[config.mk]
export PLATFORM = sky130hd
export DESIGN_NAME = mem_arbiter
export DESIGN_NICKNAME = d
export VERILOG_FILES = /design/src/rtl/mem_arbiter.sv
export SDC_FILE = /design/constraint.sdc
export NUM_CORES = 1
export LEC_CHECK = 0
export ABC_AREA = 1
export CORE_AREA = 2 2 90 92
export CTS_CLUSTER_DIAMETER = 120
export DETAILED_ROUTE_END_ITERATION = 8
export DIE_AREA = 0 0 92 94
export GPL_TIMING_DRIVEN = 0
export PLACE_DENSITY = 0.79
export SLEW_MARGIN = 30
export SYNTH_ARGS = -nofsm -noshare
export SYNTH_HDL_FRONTEND = slang
export SYNTH_SLANG_ARGS = --single-unit
[constraint.sdc]
create_clock -name clk -period 1.81 [get_ports clk]
set_clock_uncertainty 0.2 [all_clocks]
set_input_delay 0.362 -clock clk [delete_from_list [all_inputs] [get_ports clk]]
set_output_delay 0.362 -clock clk [all_outputs]
set_load 0.01 [all_outputs]
[src/rtl/mem_arbiter.sv]
// Two-requester arbiter (instruction fetch / data memory) in front of one
// single-port, fixed-latency memory; round-robin on contention, one access at a time.
module mem_arbiter #(
    parameter int MEM_LAT = 2,
    parameter int AW      = 16,
    parameter int DW      = 16
) (
    input  logic          clk,
    input  logic          rst,

    input  logic          if_req,
    input  logic [AW-1:0] if_addr,
    output logic          if_done,
    output logic [DW-1:0] if_rdata,
    output logic          if_stall,

    input  logic          dm_req,
    input  logic          dm_wr,
    input  logic [AW-1:0] dm_addr,
    input  logic [DW-1:0] dm_wdata,
    output logic          dm_done,
    output logic [DW-1:0] dm_rdata,
    output logic          dm_stall,

    output logic          err,

    output logic          mem_en,
    output logic          mem_wr,
    output logic [AW-1:0] mem_addr,
    output logic [DW-1:0] mem_data_in,
    input  logic [DW-1:0] mem_data_out
);

    typedef enum logic [1:0] {
        S_IDLE,
        S_ACCESS,
        S_DONE
    } state_t;

    localparam logic [3:0] LAT_M1 = 4'(MEM_LAT - 1);

    state_t        r_state;
    state_t        w_next;

    logic          r_last_dm;
    logic          r_owner_dm;
    logic          r_wr;
    logic          r_err_pend;
    logic [3:0]    r_cnt;
    logic [AW-1:0] r_addr;
    logic [DW-1:0] r_wdata;
    logic [DW-1:0] r_if_rdata;
    logic [DW-1:0] r_dm_rdata;

    logic          w_grant_any;
    logic          w_grant_dm;
    logic [AW-1:0] w_grant_addr;
    logic          w_grant_unal;

    // On contention the requester that was not served last wins (last=fetch after reset).
    always_comb begin
        w_grant_any  = if_req | dm_req;
        w_grant_dm   = dm_req & (~if_req | ~r_last_dm);
        w_grant_addr = w_grant_dm ? dm_addr : if_addr;
        w_grant_unal = w_grant_addr[0];
    end

    always_ff @(posedge clk) begin
        if (rst) begin
            r_state <= S_IDLE;
        end else begin
            r_state <= w_next;
        end
    end

    always_comb begin
        w_next = r_state;
        case (r_state)
            S_IDLE: begin
                if (w_grant_any) begin
                    w_next = w_grant_unal ? S_DONE : S_ACCESS;
                end
            end
            S_ACCESS: begin
                if (r_cnt == '0) begin
                    w_next = S_DONE;
                end
            end
            S_DONE:  w_next = S_IDLE;
            default: w_next = S_IDLE;
        endcase
    end

    always_comb begin
        mem_en      = 1'b0;
        mem_wr      = 1'b0;
        mem_addr    = '0;
        mem_data_in = '0;
        if_done     = 1'b0;
        dm_done     = 1'b0;
        err         = 1'b0;
        case (r_state)
            S_ACCESS: begin
                mem_en      = 1'b1;
                mem_wr      = r_wr;
                mem_addr    = r_addr;
                mem_data_in = r_wdata;
            end
            S_DONE: begin
                if_done = ~r_owner_dm;
                dm_done = r_owner_dm;
                err     = r_err_pend;
            end
            default: ;
        endcase
    end

    always_ff @(posedge clk) begin
        if (rst) begin
            r_last_dm  <= 1'b0;
            r_owner_dm <= 1'b0;
            r_wr       <= 1'b0;
            r_err_pend <= 1'b0;
            r_cnt      <= '0;
            r_addr     <= '0;
            r_wdata    <= '0;
            r_if_rdata <= '0;
            r_dm_rdata <= '0;
        end else begin
            case (r_state)
                S_IDLE: begin
                    if (w_grant_any) begin
                        r_owner_dm <= w_grant_dm;
                        r_last_dm  <= w_grant_dm;
                        r_wr       <= w_grant_dm & dm_wr;
                        r_addr     <= w_grant_addr;
                        r_wdata    <= w_grant_dm ? dm_wdata : '0;
                        r_err_pend <= w_grant_unal;
                        r_cnt      <= w_grant_unal ? 4'd0 : LAT_M1;
                    end
                end
                S_ACCESS: begin
                    if (r_cnt == '0) begin
                        if (r_owner_dm) begin
                            r_dm_rdata <= r_wr ? '0 : mem_data_out;
                        end else begin
                            r_if_rdata <= mem_data_out;
                        end
                    end else begin
                        r_cnt <= r_cnt - 4'd1;
                    end
                end
                default: ;
            endcase
        end
    end

    assign if_rdata = r_if_rdata;
    assign dm_rdata = r_dm_rdata;
    assign if_stall = if_req & ~if_done;
    assign dm_stall = dm_req & ~dm_done;

endmodule

=== Word-level counts from Yosys, hierarchy flattened ===
Index checks and enable logic that the tools add are counted.

* Shift operators: 0
* Div/mod/pow operators: 0
* Multipliers: 0
* Magnitude comparators: 0
* Reductions and logical operators: 8
* Add/subtract/negate cells: 1
* Bitwise gates (word level): 10
* Equality and inequality tests: 5
* Multiplexer cells: 18

{| class="wikitable"
|+ Operators by type and width
! kind !! number
|-
| $mux 16 || 5
|-
| $reduce_and 3->1 || 3
|-
| $mux 4 || 2
|-
| $pmux 4 s2 || 1
|-
| $mux 1 || 6
|-
| $mux 2 || 3
|-
| $ne 2x2->1 const B || 3
|-
| $and 1x1->1 || 4
|-
| $logic_not 4->1 || 1
|-
| $not 1->1 || 4
|-
| $pmux 2 s2 || 1
|-
| $reduce_and 2->1 || 2
|-
| $sub 4x1->4 const B || 1
|-
| $eq 2x1->1 const B || 1
|-
| $eq 2x2->1 const B || 1
|-
| $logic_not 2->1 || 1
|-
| $or 1x1->1 || 2
|-
| $reduce_bool 2->1 || 1
|}

* Memories: 0
* Input port bits: 69
* Latch bits: 0
* ROM bits: 0
* Output and inout port bits: 71
* Bits in writable memories: 0
* Word-level logic and storage cells: 51
* Register bits: 73

=== Logic depth before layout (Yosys ltp) ===
* Word-level depth: 7
* Depth in mapped cells: 8
* Depth with buffers taken out: 8

=== Least setup slack after synthesis ===
Ideal clock, no wire load.

* Path type: reg-to-output
* From: reg r_owner_dm
* To: out dm_stall
* Path buffers: 2
* Data required time: 1.248 ns
* Setup slack: 0.209 ns
* Stages on the path, launching flop included: 6
* Data arrival time: 1.039 ns
* Path through: dfxtp_1 -> inv_1 -> buf_2 -> buf_2 -> o21ai_0 -> inv_1

* Longest elaborated chain between the ends: 3

{| class="wikitable"
|+ Ends and longest elaborated chain
! item !! line !! RTL
|-
| start, declared || 46 || <nowiki>logic r_owner_dm;</nowiki>
|-
| start signal, assigned || 133 || <nowiki>r_owner_dm <= w_grant_dm;</nowiki>
|-
| $mux 1 || 102 || <nowiki>case (r_state)</nowiki>
|-
| $not 1->1 || 161 || <nowiki>assign dm_stall = dm_req & ~dm_done;</nowiki>
|-
| $and 1x1->1 || 161 ||
|-
| end, declared || 23 || <nowiki>output logic dm_stall,</nowiki>
|}

Every way passes these cells.

=== Worst setup path after layout ===
* From: reg r_state[1]
* To: out dm_stall

* Longest elaborated chain between the ends: 4

{| class="wikitable"
|+ Ends and longest elaborated chain
! item !! line !! RTL
|-
| start, declared || 42 || <nowiki>state_t r_state;</nowiki>
|-
| start signal, assigned || 72 || <nowiki>r_state <= w_next;</nowiki>
|-
| $eq 2x2->1 || 102 ||
|-
| $mux 1 || 102 ||
|-
| $not 1->1 || 161 ||
|-
| $and 1x1->1 || 161 ||
|}

Every way passes these cells.

==> summary.txt <==
outcome = finished with violations
violated checks = setup timing
Root Buffer = clkbuf_8
top-count cell post-synth = nand2_1
# DRC = 0
fmax = 530 MHz
CTS H-tree depth = 3
Die Ht = 94 µm
top post-synthesis cells by count = nand2_1, nor2_1, dfxtp_1
per-cell routed wire length = 13.5 µm
synthesized area per cell = 7.01 µm²
die area = 0.00865 mm²
clock tree buffer depth = 2
Routability Congestion = 0.846
GRT overflow = 0
Post-Syn Area = 0.00315 mm²
RSZ-0062 raised after global routing = true
num rows = 32
antenna fix cells = 0
starting density of the core = 41.3%
overall die width = 92 µm
Worst slew margin = 69.1%
final hold vios = 0
CP Launch Type = flip-flop
Via Count = 3395
Post-DP HPWL = 7030 µm
cell taking the most area after synthesis = dfxtp_1
dpl cells = 689
FF/Latch Area = 0.00145 mm²
final setup margin = -0.0765 ns
vias in the first global route = 3253
area delta synth->final = 58.8%
# fillers = 674
final count of negative-setup-slack endpoints = 2
Initial DRC Count = 124
Reg clk slew, reported paths = 0.08 ns
final core occ = 65.7%
layout cells sized above 1 = 21.4%
drt first pass iters = 4
CP bufs+invs = 3
# IOs = 140
Most used DFF post-synth = dfxtp_1
Period Utilization, post-route = 104%
Leakage = 2.54 nW
register area share after synthesis = 45.8%
pin slew with the least headroom to its limit = 0.463 ns
critical path's largest stage delay = 0.36 ns
Worst EP arrival = 1.32 ns
top cells by area, synth = dfxtp_1, nand2_1, nor2_1, nand3_1, inv_1
initial antenna violation count = 0
Routed WL = 9590 µm
Core Area = 0.00761 mm²
Hold Crit Class = in -> reg
Yosys reg bits = 72
count of flip-flops with a built-in enable after synthesis = 0
Tmin final = 1.89 ns
peak supply drop = 0.404 mV
cell count after synthesis = 449
Tot Pwr = 4.13 mW
CTS tree = built
multi-input logic area = 0.00150 mm²
Finished Layout Cells = 709
nets = 673
Skew-Pair Late Insertion Delay = 0.35 ns
Power Density = 827 mW/mm²
Synth Net Count = 520
Num Clock Sinks = 72
largest net degree at the start of global routing = 20
kind of critical path = reg -> out
Post-synth ARST share = 0%
Synth warnings = 0
critical path required time = 1.25 ns
number of port buffers = 138
Max Cap Violations = 0
hold slack = 0.128 ns
Inserted Clock Buffers = 9
crit path capture type = output pin
post-synth cell types = 24
first-pass GRT wire length = 15100 µm
CP max-delay cell = dfxtp_2
CP Max Fanout = 5
All-Layer GR Usage = 22.1%
Sum Neg Setup Slack = -0.125 ns
vias per cell = 4.79
delay-heaviest family, CP = flip-flops
antenna viol nets, final = 0
Pins Over Slew Limit = 0
top cell type's share of synthesized area = 45.8%
crit-path cells = inv_4 > or2_4 > o21ai_2 > inv_1 > buf_2
## report_power, final
part / internal, mW / switching, mW / leakage (nW)
combinational: 0.482 / 0.589 / 1.85
clock: 0.636 / 0.633 / 0.0952
sequential: 1.73 / 0.0656 / 0.589
total: 2.84 / 1.29 / 2.54
## stage by stage
step           setup slack [ns]  instance area [µm²]
6_report                -0.0765                 5000
4_1_cts                  -0.101                 4770
2_1_floorplan             0.209                 3150
3_5_place_dp             -0.511                 4650
3_3_place_gp             -0.445                 4650
5_1_grt                  -0.108                 5000
## placed cells by master (no fill, tap or decap), types with 2 or more instances in the layout
cell type and instances:
clkdlybuf4s50_1 68, or2_2 14, o21ai_0 17, o21ai_2 2, clkbuf_2 3, a21oi_1 19, clkbuf_4 2, dfxtp_2 3
buf_6 14, nand2_1 94, o22ai_1 14, nand2_2 2, inv_1 40, nor2_1 77, clkinvlp_4 2, clkinv_4 3
nand3_1 37, nor2_2 8, dlymetal6s2s_1 27, clkinv_2 2, ha_1 2, clkbuf_8 9, o21ai_1 6, dfxtp_1 68
buf_4 6, inv_4 2, buf_2 38, dlygate4sd2_1 4, nor2_4 9, clkbuf_1 2
## logic make-up after synthesis
kind of cell | Yosys count | synth area share (%)
buffers and inverters | 69 | 9.59
adder cells (fa/ha/maj) | 2 | 0.795
flip-flops | 72 | 45.8
AO/OA/AOI/OAI | 60 | 10.3
AND/OR/NAND/NOR | 246 | 33.5
## layer usage
layer / vias up / wire length (µm) / track usage [%]
li1: 1712 / - / -
met1: 1540 / 3880 / 24.8
met2: 130 / 4710 / 38.7
met3: 13 / 862 / 8.11
met4: 0 / 132 / 7.46
met5: - / 0 / 0
## path summary, 6_finish.rpt
| kind | from | endpoint | slack [ns] | depth (start not counted) |
|---|---|---|---|---|
| worst min-delay path | rst | if_rdata[5]$_SDFFE_PP0P_ | 0.13 | 2 |
| worst max-delay path | r_state[1]$_SDFFE_PP0P_ | dm_stall | -0.08 | 5 |
| worst max register to register | r_cnt[0]$_SDFFE_PP0P_ | dm_rdata[10]$_SDFFE_PP0P_ | 0.13 | 8 |
| worst min register to register | if_rdata[7]$_SDFFE_PP0P_ | if_rdata[7]$_SDFFE_PP0P_ | 0.26 | 2 |
## what timing repair did
item / 4_1_cts / 5_1_grt
endpoints found under the setup margin: 43 / 92
setup buffers: 2 / 3
gates cloned: 0 / 1
hold buffers: 0 / 0
resized for setup: 183 / 75
endpoints found under the hold margin: 0 / 0
pin swaps: 1 / 2
## final cells by class
| cell class | instances | share of cell area (%) |
|---|---|---|
| clock buffer | 9 | 2.48 |
| inverter | 44 | 3.51 |
| clock inverter | 7 | 1.45 |
| multi-input combinational | 308 | 30.1 |
| tap | 102 | 2.55 |
| sequential | 72 | 29.0 |
| timing repair buffer | 144 | 27.2 |
| buffer | 23 | 3.66 |
## state kept, by name (all words and copies together) (netlist names)
name	count
if_rdata	16
r_cnt	4
r_wr	1
r_state	2
r_wdata	16
r_addr	16
r_owner_dm	1
dm_rdata	16
No activity file was read; power rests on OpenSTA's default activity.
